[src/rtl/hilo_muldiv_pkg.sv]
// Shared encodings for the HI/LO multiply/divide engine: command opcodes,
// control states and the common reset/valid constants.
package hilo_muldiv_pkg;

  typedef enum logic [1:0] {
    OP_MULT  = 2'b00,
    OP_MULTU = 2'b01,
    OP_DIV   = 2'b10,
    OP_DIVU  = 2'b11
  } op_e;

  typedef enum logic [1:0] {
    IDLE    = 2'b00,
    DIV_RUN = 2'b01,
    DONE    = 2'b10
  } state_e;

  localparam logic RST_ENABLE = 1'b1;
  localparam logic VALID      = 1'b1;
  localparam logic ZERO       = 1'b0;

endpackage

[src/rtl/hilo_muldiv_div_core.sv]
// Unsigned restoring radix-2 divider datapath. One quotient bit per enabled
// step; the next-step remainder/quotient are exposed so the caller can capture the final step.
module div_core
  import hilo_muldiv_pkg::*;
#(
  parameter int WIDTH = 32
) (
  input  logic             clk,
  input  logic             rst,
  input  logic             load,
  input  logic             step,
  input  logic [WIDTH-1:0] dividend,
  input  logic [WIDTH-1:0] divisor,
  output logic [WIDTH-1:0] quo_next,
  output logic [WIDTH-1:0] rem_next
);

  logic [WIDTH-1:0] rem_q, rem_d;
  logic [WIDTH-1:0] quo_q, quo_d;
  logic [WIDTH-1:0] dvs_q, dvs_d;
  logic [WIDTH:0]   partial;
  logic [WIDTH:0]   diff;

  // Remainder stays below the divisor, so the shifted partial fits in WIDTH+1 bits
  // and the top bit of the difference is a clean borrow flag.
  always_comb begin
    partial = {rem_q, quo_q[WIDTH-1]};
    diff    = partial - {1'b0, dvs_q};
    if (!diff[WIDTH]) begin
      rem_next = diff[WIDTH-1:0];
      quo_next = {quo_q[WIDTH-2:0], 1'b1};
    end else begin
      rem_next = partial[WIDTH-1:0];
      quo_next = {quo_q[WIDTH-2:0], 1'b0};
    end
  end

  always_comb begin
    rem_d = rem_q;
    quo_d = quo_q;
    dvs_d = dvs_q;
    if (load) begin
      rem_d = '0;
      quo_d = dividend;
      dvs_d = divisor;
    end else if (step) begin
      rem_d = rem_next;
      quo_d = quo_next;
    end
  end

  always_ff @(posedge clk) begin
    if (rst == RST_ENABLE) begin
      rem_q <= '0;
      quo_q <= '0;
      dvs_q <= '0;
    end else begin
      rem_q <= rem_d;
      quo_q <= quo_d;
      dvs_q <= dvs_d;
    end
  end

endmodule

[src/rtl/hilo_muldiv.sv]
// Multi-cycle MULT/MULTU/DIV/DIVU engine for the EX stage; drives the HI/LO
// write bus with a one-cycle strobe and stalls the pipeline while dividing.
module hilo_muldiv
  import hilo_muldiv_pkg::*;
#(
  parameter int WIDTH = 32,
  parameter int CNT_W = 6
) (
  input  logic             clk,
  input  logic             rst,
  input  logic             start,
  input  logic [1:0]       op,
  input  logic [WIDTH-1:0] src_a,
  input  logic [WIDTH-1:0] src_b,
  input  logic             cancel,
  output logic [WIDTH-1:0] w_hi_data,
  output logic [WIDTH-1:0] w_lo_data,
  output logic             whi,
  output logic             wlo,
  output logic             busy,
  output logic             stall_req
);

  localparam logic [CNT_W-1:0] LAST_STEP = CNT_W'(WIDTH - 1);

  state_e           state_q, state_d;
  logic [CNT_W-1:0] cnt_q, cnt_d;
  logic [WIDTH-1:0] hi_q, hi_d;
  logic [WIDTH-1:0] lo_q, lo_d;
  logic             negq_q, negq_d;
  logic             negr_q, negr_d;

  op_e                op_cmd;
  logic               signed_op;
  logic               is_div;
  logic [WIDTH-1:0]   mag_a, mag_b;
  logic [2*WIDTH-1:0] prod_mag, prod;
  logic               div_load, div_step;
  logic [WIDTH-1:0]   quo_next, rem_next;

  assign op_cmd    = op_e'(op);
  assign signed_op = (op_cmd == OP_MULT) || (op_cmd == OP_DIV);
  assign is_div    = (op_cmd == OP_DIV) || (op_cmd == OP_DIVU);
  assign mag_a     = (signed_op && src_a[WIDTH-1]) ? -src_a : src_a;
  assign mag_b     = (signed_op && src_b[WIDTH-1]) ? -src_b : src_b;
  assign prod_mag  = {{WIDTH{1'b0}}, mag_a} * {{WIDTH{1'b0}}, mag_b};
  assign prod      = (signed_op && (src_a[WIDTH-1] ^ src_b[WIDTH-1])) ? -prod_mag : prod_mag;

  div_core #(.WIDTH(WIDTH)) u_div_core (
    .clk      (clk),
    .rst      (rst),
    .load     (div_load),
    .step     (div_step),
    .dividend (mag_a),
    .divisor  (mag_b),
    .quo_next (quo_next),
    .rem_next (rem_next)
  );

  // Results are captured on the edge entering DONE, so the bus is valid for
  // the whole strobe cycle and holds afterwards.
  always_comb begin
    state_d  = state_q;
    cnt_d    = cnt_q;
    hi_d     = hi_q;
    lo_d     = lo_q;
    negq_d   = negq_q;
    negr_d   = negr_q;
    div_load = 1'b0;
    div_step = 1'b0;
    case (state_q)
      IDLE: begin
        if (start == VALID && !cancel) begin
          if (!is_div) begin
            hi_d    = prod[2*WIDTH-1:WIDTH];
            lo_d    = prod[WIDTH-1:0];
            state_d = DONE;
          end else if (src_b == '0) begin
            hi_d    = src_a;
            lo_d    = '1;
            state_d = DONE;
          end else begin
            div_load = 1'b1;
            cnt_d    = '0;
            negq_d   = signed_op && (src_a[WIDTH-1] ^ src_b[WIDTH-1]);
            negr_d   = signed_op && src_a[WIDTH-1];
            state_d  = DIV_RUN;
          end
        end
      end
      DIV_RUN: begin
        if (cancel) begin
          cnt_d   = '0;
          state_d = IDLE;
        end else begin
          div_step = 1'b1;
          cnt_d    = cnt_q + 1'b1;
          if (cnt_q == LAST_STEP) begin
            hi_d    = negr_q ? -rem_next : rem_next;
            lo_d    = negq_q ? -quo_next : quo_next;
            cnt_d   = '0;
            state_d = DONE;
          end
        end
      end
      DONE:    state_d = IDLE;
      default: state_d = IDLE;
    endcase
  end

  always_ff @(posedge clk) begin
    if (rst == RST_ENABLE) begin
      state_q <= IDLE;
      cnt_q   <= '0;
      hi_q    <= '0;
      lo_q    <= '0;
      negq_q  <= ZERO;
      negr_q  <= ZERO;
    end else begin
      state_q <= state_d;
      cnt_q   <= cnt_d;
      hi_q    <= hi_d;
      lo_q    <= lo_d;
      negq_q  <= negq_d;
      negr_q  <= negr_d;
    end
  end

  // A flush arriving in the DONE cycle suppresses the write.
  assign whi       = (state_q == DONE) && !cancel;
  assign wlo       = whi;
  assign busy      = (state_q != IDLE);
  assign stall_req = (state_q == DIV_RUN);
  assign w_hi_data = hi_q;
  assign w_lo_data = lo_q;

endmodule

[config.mk]
export PLATFORM = sky130hd
export DESIGN_NAME = hilo_muldiv
export DESIGN_NICKNAME = d
export VERILOG_FILES = /design/src/rtl/hilo_muldiv_pkg.sv /design/src/rtl/hilo_muldiv_div_core.sv /design/src/rtl/hilo_muldiv.sv
export SDC_FILE = /design/constraint.sdc
export NUM_CORES = 2
export LEC_CHECK = 0
export CORE_UTILIZATION = 45
export DETAILED_ROUTE_END_ITERATION = 10
export RECOVER_POWER = 25
export SLEW_MARGIN = 15
export SYNTH_ARGS = -nofsm -noshare
export SYNTH_HDL_FRONTEND = slang
export SYNTH_HIERARCHICAL = 1
export SYNTH_SLANG_ARGS = --single-unit
export TNS_END_PERCENT = 50
[constraint.sdc]
create_clock -name clk -period 38.3 [get_ports clk]
set_input_delay 7.66 -clock clk [delete_from_list [all_inputs] [get_ports clk]]
set_output_delay 7.66 -clock clk [all_outputs]
set_load 0.05 [all_outputs]
==> qor.yml <==
route:
  drt-wirelength-per-cell_um: 24.9
  first_pass_iters: 6
  drc_errors: 0
  drt_wl_total_mm: 177
  final_antenna_net_count: 0
  first_iter_violations: 3736
  vias_per_cell: 5.78
  vias: 41065
timing:
  hold_viol_final: 0
  slew_headroom_pct: 19.6
  maxSlewViolCount: 0
  fmax_mhz: 49.6
  setup_viol: 0
  final.setup.tns_ns: 0
  period_minus_slack_ns: 20.18
  skew_ns: 0.0149
  worst_pin_slew_ns: 1.20
  rsz0062_at_grt: "false"
  period_share_pct: 52.7
synthesis:
  synth_area_per_cell_um2: 8.13
  synth-seq-cells: 170
  synth_cells: 5789
  synth_fp_nets: 7057
  synth-main-ff-cell: "dfxtp_1"
  synthArstFlopShare_pct: 0
  ys_types: 108
  yosysWarnings: 6
  seq_area_frac_synth_pct: 7.23
  synth_largest_area_cell: "fa_1"
  netlist_top_cells_area: "fa_1, ha_1, inv_1, dfxtp_1, nor2_1"
  synth_top_cell_area_share_pct: 38.2
  mappedNetlistArea_mm2: 0.0471
  synth_enable_flop_cells: 0
clock_tree:
  cts_root_buf: "clkbuf_16"
  cts_hold_buf: 0
  ctsResizeCount: 0
  postCtsSetupBuffers: 0
  cts.path.max_buffers: 2
  cts_tree: "yes"
  tritoncts.num_buffers: 17
  clock-sinks: 170
  clk_latency_ns: 0.50
  clkTransAtPathRegs_ns: 0.08
  htreeDepth: 4
place:
  gp_congestion: 0.987
  portBuffers: 137
  dp_hpwl_mm: 139
layout:
  seq_area_mm2: 0.00340
  syn_to_final_growth_pct: 7.32
  fillers: 10284
  drive_gt1_share_pct: 5.02
  mostFrequentLayoutCells: "inv_1, fa_1, nor2_1, nand2_1, ha_1"
  layout_commonest_cell: "inv_1"
  nNetsFinal: 6976
  multiInputGateArea_mm2: 0.0388
setup_path:
  critPathRequiredTime_ns: 38.69
  crit_end: "w_hi_data[30]"
  critPathLaunch: "src_a[7]"
  reg2reg_depth: 23
  ff2ff_setup_slack_ns: 31.21
  crit_type: "primary input to flip-flop"
  cp_slowest_cell: "clkinv_1"
  max_stage_delay_ns: 1.01
  end_kind: "flip-flop"
  crit_top_cell: "fa_1"
  arrival_ns: 20.57
  cp_max_fo: 19
  crit_path_start_kind: "primary input"
  r2r-start: "u_div_core/quo_q[31]"
  regToRegEndpoint: "w_hi_data[25]"
run:
  cap_violations: 0
floorplan:
  core_mm2: 0.104
  chipHeight_um: 325
  dieArea_mm2: 0.106
  start_util_pct: 45.4
  die_w_um: 325
  rows: 118
  io_pins: 138
grt:
  antenna_found_initial: 9
  grt_start_max_net_pins: 79
  grt_first_pass_wirelength_mm: 267
  grt_overflow_total: 0
  track_usage_pct: 33.7
  grt_pass1_vias: 41642
hold_path:
  holdPathStages: 2
  hold_path.class: "flip-flop to flip-flop"
status:
  status: "finished clean"
==> cells by family (layout without fill, tap and decap cells) <==
group           count (synthesis)  count (layout)  synth area share [%]
xor+xnor                      239             239                  4.45
buf+inv                      1342            1274                  11.2
other cells                     0               1                     0
simple gates                 1955            1955                  17.9
mux                            99              99                  2.17
flops                         170             170                  7.23
fa+ha+maj                    1198            1198                  46.2
compound gates                786             786                  10.9
==> routing by layer <==
metal	wire, um	track usage (%)	up-vias	part of all wire (%)
met5	57	0	-	0.032
met4	8730	14.1	10	4.9
met3	13600	5.02	412	7.7
met2	83100	55.4	1762	47
met1	71300	44.4	20936	40
li1	-	-	17945	-
==> synth_stat cells, types with 50 or more instances <==
| cell | number |
|---|---|
| nor2_1 | 870 |
| o21ai_0 | 146 |
| nand2_1 | 694 |
| fa_1 | 897 |
| xnor2_1 | 140 |
| a21o_1 | 50 |
| mux2i_1 | 78 |
| clkbuf_1 | 269 |
| xor2_1 | 99 |
| nor3_1 | 73 |
| a21oi_1 | 256 |
| inv_1 | 972 |
| ha_1 | 301 |
| dfxtp_1 | 170 |
==> sequential cells by signal, indices dropped and copies added (netlist names) <==
register          cells
w_lo_data            32
u_div_core/rem_q     32
w_hi_data            32
negq_q                1
u_div_core/dvs_q     32
cnt_q                 6
u_div_core/quo_q     32
negr_q                1
state_q               2
==> how the worst min path moves through the flow <==
stage	from	slack, ns	to
2_1_floorplan	u_div_core/dvs_q[10]	0.46	u_div_core/dvs_q[10]
3_3_place_gp	w_lo_data[3]	0.44	w_lo_data[3]
3_5_place_dp	w_lo_data[15]	0.44	w_lo_data[15]
4_1_cts	w_lo_data[15]	0.46	w_lo_data[15]
5_1_grt	w_lo_data[6]	0.48	w_lo_data[6]
6_report	w_lo_data[15]	0.45	w_lo_data[15]
==> layout make-up <==
| class | count | share of cell area [%] |
|---|---|---|
| antenna | 1 | 0.00496 |
| inverter | 998 | 7.42 |
| clock inverter | 15 | 0.382 |
| timing repair buffer | 244 | 4.30 |
| multi-input combinational | 4277 | 76.9 |
| sequential | 170 | 6.74 |
| clock buffer | 17 | 0.842 |
| tap | 1380 | 3.42 |
==> worst max-delay path: cells and delay by family <==
family	cells	cell delay (ns)
fa+ha+maj	9	4.48
buf+inv	4	1.92
compound gates	6	1.81
simple gates	14	4.32
xor+xnor	2	0.31
==> stage by stage <==
step | instance area, um^2 | std cells | hold slack, ns | worst slack, ns | utilization, %
after floorplan | 47100 | 5789 | 0.460 | 20.39 | -
after global placement | 49900 | 7069 | 0.440 | 18.00 | 48.1
after detailed placement | 49900 | 7069 | 0.444 | 17.85 | 48.1
after CTS | 50500 | 7101 | 0.455 | 18.33 | 48.7
after global routing | 50500 | 7101 | 0.476 | 17.59 | 48.7
final | 50500 | 7102 | 0.452 | 18.12 | 48.7
Power is left out: the tool's default activity adds up to more than one toggle a clock period on the data nets, which glitch-free logic cannot reach.
